**src/rtl/intr_ctrl.sv**
```systemverilog
// Interrupt initiator: edge-detects four IRQ lines, arbitrates by fixed priority,
// handshakes with the pipeline and issues the EPC-write / vector-jump pulse.
module intr_ctrl #(
  parameter int                     IM_ADDR_BIT = 10,
  parameter logic [IM_ADDR_BIT-1:0] VEC_BASE    = 10'h100,
  parameter logic [IM_ADDR_BIT-1:0] VEC_STRIDE  = 10'h020
) (
  input  logic                   clk,
  input  logic                   rst_n,
  input  logic [3:0]             irq_in,
  input  logic                   intr_en,
  input  logic [3:0]             intr_mask,
  input  logic [IM_ADDR_BIT-1:0] resume_pc,
  input  logic                   pipe_ack,
  input  logic                   is_eret,
  output logic                   intr_req,
  output logic                   epc_w_en,
  output logic [IM_ADDR_BIT-1:0] epc_w_data,
  output logic                   jmp_en,
  output logic [IM_ADDR_BIT-1:0] jmp_addr,
  output logic [3:0]             pending,
  output logic [3:0]             in_service
);

  typedef enum logic [1:0] {IDLE, REQ, ENTER, SERVICE} state_t;

  state_t                 state_q, state_d;
  logic [3:0]             irq_prev_q;
  logic [3:0]             pending_q, pending_d;
  logic [3:0]             in_service_q, in_service_d;
  logic [IM_ADDR_BIT-1:0] pc_q, pc_d;
  logic [IM_ADDR_BIT-1:0] jmp_q, jmp_d;

  logic [3:0] edge_det, elig, sel_oh;
  logic [1:0] sel_id;
  logic       ack, eret;

  assign edge_det = irq_in & ~irq_prev_q;
  assign elig     = intr_en ? (pending_q & intr_mask) : 4'b0000;

  // Fixed priority, bit 3 wins.
  always_comb begin
    sel_id = 2'd0;
    if (elig[3])      sel_id = 2'd3;
    else if (elig[2]) sel_id = 2'd2;
    else if (elig[1]) sel_id = 2'd1;
    sel_oh = 4'b0001 << sel_id;
  end

  always_comb begin
    state_d = state_q;
    ack     = 1'b0;
    eret    = 1'b0;
    case (state_q)
      IDLE:    if (|elig) state_d = REQ;
      REQ: begin
        if (!(|elig)) state_d = IDLE;
        else if (pipe_ack) begin
          ack     = 1'b1;
          state_d = ENTER;
        end
      end
      ENTER:   state_d = SERVICE;
      SERVICE: if (is_eret) begin
        eret    = 1'b1;
        state_d = IDLE;
      end
      default: state_d = IDLE;
    endcase
  end

  // A fresh edge on the source being taken keeps it pending.
  always_comb begin
    pending_d    = (pending_q & ~(ack ? sel_oh : 4'b0000)) | edge_det;
    in_service_d = in_service_q;
    pc_d         = pc_q;
    jmp_d        = jmp_q;
    if (ack) begin
      in_service_d = sel_oh;
      pc_d         = resume_pc;
      jmp_d        = VEC_BASE + IM_ADDR_BIT'(sel_id) * VEC_STRIDE;
    end else if (eret) begin
      in_service_d = 4'b0000;
    end
  end

  always_ff @(posedge clk or negedge rst_n) begin
    if (!rst_n) begin
      state_q      <= IDLE;
      irq_prev_q   <= 4'b0000;
      pending_q    <= 4'b0000;
      in_service_q <= 4'b0000;
      pc_q         <= '0;
      jmp_q        <= '0;
    end else begin
      state_q      <= state_d;
      irq_prev_q   <= irq_in;
      pending_q    <= pending_d;
      in_service_q <= in_service_d;
      pc_q         <= pc_d;
      jmp_q        <= jmp_d;
    end
  end

  assign intr_req   = (state_q == REQ);
  assign epc_w_en   = (state_q == ENTER);
  assign jmp_en     = (state_q == ENTER);
  assign epc_w_data = pc_q;
  assign jmp_addr   = jmp_q;
  assign pending    = pending_q;
  assign in_service = in_service_q;

endmodule

```
**config.mk**
```make
export PLATFORM = sky130hd
export DESIGN_NAME = intr_ctrl
export DESIGN_NICKNAME = d
export VERILOG_FILES = /design/src/rtl/intr_ctrl.sv
export SDC_FILE = /design/constraint.sdc
export NUM_CORES = 1
export LEC_CHECK = 0
export ABC_CLOCK_PERIOD_IN_PS = 2300
export CAP_MARGIN = 10
export CORE_MARGIN = 1.5
export CORE_UTILIZATION = 40
export DETAILED_ROUTE_END_ITERATION = 8
export HOLD_SLACK_MARGIN = 0.1
export PLACE_DENSITY = 0.78
export REMOVE_ABC_BUFFERS = 1
export SLEW_MARGIN = 40
export SYNTH_ARGS = -nofsm -noshare
export SYNTH_HDL_FRONTEND = slang
export SYNTH_SLANG_ARGS = --single-unit
```
**constraint.sdc**
```tcl
create_clock -name clk -period 2.3 [get_ports clk]
set_input_delay 0.46 -clock clk [delete_from_list [all_inputs] [get_ports clk]]
set_output_delay 0.46 -clock clk [all_outputs]
set_load 0.02 [all_outputs]
```
==> results.md <==
* Synth Warn # at 0
* All-Layer GR Usage at 0.166
* Grt met1 use at 0.209
* First-pass GRT wire length at between 4000 and 5000 um
* Worst-skew pair later-pin latency at 0.31 ns
* Hold-fix buffers, CTS at 0
* Number of port buffers at 46
* Worst rel slew slack at 0.521
* CTS resizes at 0
* Commonest non-fill, non-tap cell in the layout: clkdlybuf4s50_1
* Reg2Reg Depth at 3
* Core region area at roughly 2800 sq um
* Initial DRC Count at 10
* Worst-path maximum fanout at 8
* Comb pwr share at 0.480
* Worst hold path class: primary input to asynchronous set/reset pin
* Pins Over Slew Limit at 0
* Max cap viols at 0
* Synthesized instance count at between 90 and 100
* Syn avg cell area at 12.5 sq um
* I/O pin count at 54
* Nets@finish at between 150 and 200
* Syn Std Cell Area at 1170 sq um
* Share of cells above drive strength 1 at 0.172
* Die X at about 57 um
* Synth area leaders: dfrtp_1 58%, mux2_2 9.6%, buf_4 5.1%
* Int Power at between 1 and 1.5 mW
* Vias at ~900
* Net load switching power at ~0.65 mW
* P_leak at roughly 0.74 nW
* Sink Count at 27
* Fraction of registers with async set/reset at 1.00
* Tmin final at around 2.1 ns
* Hpwl dp at 1870 um
* Clock Skews at roughly 0.00046 ns
* Antenna Nets Post-Route at 0
* WP data required at around 1.8 ns
* Power share of the clock group at 0.110
* TritonCTS clock tree: done
* CTS Buffer Depth at 2
* Worst Path Class, Setup: flip-flop to output port
* Placed Area at approximately 1700 sq um
* Met2 usage at 0.284
* RSZ-0062 raised after global routing: no
* Worst EP arrival at ~1.6 ns
* Max Clk Rate at ~480 MHz
* Clock slew at reported path FFs at about 0.14 ns
* Most frequent cells in the layout: 46 x clkdlybuf4s50_1, 27 x dfrtp_1, 10 x mux2_2
* GR Util met3 at 0.0522
* Vias in the first global route at roughly 960
* Placer Congestion at 0.824
* Status: completed
* Final hold viol count at 0
* Filler cells at 239
* Number of post-CTS setup repair buffers at 0
* Initial antenna violation count at 0
* Htree depth at 1
* Final hold slack at 0.487 ns
* Die H at about 57 um
* Crit path launch type: flip-flop
* Initial core utilization at 0.422
* Sequential Power Share at 0.410
* Crit. End Element: output port
* Switching Fraction at 0.358
* Part of the cycle the worst path needs at 0.902
* Synthesized flop and latch total at 27
* Post-synth EDFFs at 0
* Biggest area consumer among synthesized cells: dfrtp_1
* Seq/Total Area, Yosys at 0.576
* Antenna cell count at 0
* Pin count of the biggest net entering global routing at 28
* Row cnt at 19
* Least-Margin Pin Slew at 0.719 ns
* Power Dens Cells at 1080 nW/um^2
* Vias per cell at around 5.1
* DRC at 0
* Max IR drop VDD at approximately 0.76 mV
* DRT Wirelength at around 2500 um
* Non-filler instance count after layout at 176
* Gr busiest metal: met2
* Cell area after layout at approximately 1700 sq um
* Yosys cell types at 31
* Top cell type's share of synthesized area at 0.576
* Area Overhead vs Synth at 43.9%
* Avg WL per Cell at approximately 14 um
* First drt pass iteration count at 4
* Inserted Clock Buffers at 3
* Root buf cell: clkbuf_4
* Top_reg_cell synth: dfrtp_1
* Grt total ovfl at 0
* Post-Place Cells at about 170
* Die area at ~3300 sq um
* Final setup fails at 0
per-stage QoR:
step	total power, mW	util	setup TNS [ns]	setup WS (ns)
4_1_cts	1.83	0.607	0	0.210
3_5_place_dp	1.63	0.597	-0.826	-0.0883
6_report	1.82	0.607	0	0.227
5_1_grt	1.93	0.607	0	0.106
3_3_place_gp	1.60	0.595	-1.24	-0.125
2_1_floorplan	1.18	-	0	0.496
logic make-up (layout without fill, tap and decap cells):
kind of cell,after synthesis,count (layout),share of synthesized area
AND/OR/NAND/NOR,23,23,0.112
buffers and inverters,14,59,0.0768
AO/OA/AOI/OAI,15,15,0.0938
flip-flops,27,27,0.576
other,1,7,0.00320
multiplexers,14,14,0.139
layout make-up:
cell class	count	area, sq um	area share
Inverter	5	18.8	0.0111
Timing Repair Buffer	50	490	0.290
Sequential cell	27	676	0.400
Multi-Input combinational cell	59	438	0.259
Tap cell	31	38.8	0.0230
Clock inverter	1	5.00	0.00296
Clock buffer	3	22.5	0.0133
worst paths after layout:
check | startpoint | endpoint | slack [ns]
max in group asynchronous | rst_n | pending[2] | 1.57
setup reg to reg | pending[1] | epc_w_data[8] | 0.39
hold / removal | rst_n | epc_w_data[2] | 0.49
min in group clk | jmp_addr[8] | jmp_addr[8] | 0.49
setup / recovery | flip-flop | jmp_en | 0.23
hold reg to reg | jmp_addr[8] | jmp_addr[8] | 0.49
cells in the mapped netlist, drive strengths merged, types with 2 or more instances:
cell,instances
a22o,3
mux2,12
a21oi,2
nand2,7
buf,9
nand3,4
mux2i,2
o21ai,4
inv,5
nor2b,3
and2,2
dfrtp,27
state kept, by name, summed over array words and instances, names as in the netlist, named ones only:
| register | flops |
|---|---|
| epc_w_data | 10 |
| jmp_addr | 3 |
| pending | 4 |
| in_service | 4 |
| irq_prev_q | 4 |
| state_q | 1 |
critical path, stage by stage, from the launching register on:
cell	delay (ns)
dfrtp_1	0.49
nor2b_1	0.19
clkdlybuf4s50_1	0.62
power by group through the flow:
stage               sequential, mW  combinational (mW)  clock, mW
floorplan                    0.906               0.275          0
global placement             0.743               0.861          0
detailed placement           0.751               0.879          0
CTS                          0.746               0.883      0.204
global route                 0.768               0.932      0.233
finish                       0.745               0.873      0.201
per-layer routing:
metal,vias up,wire [um]
met5,-,0
met4,0,0
met3,0,203
met2,39,1220
met1,430,1030
li1,421,-
No activity file was read; power rests on OpenSTA's default activity.
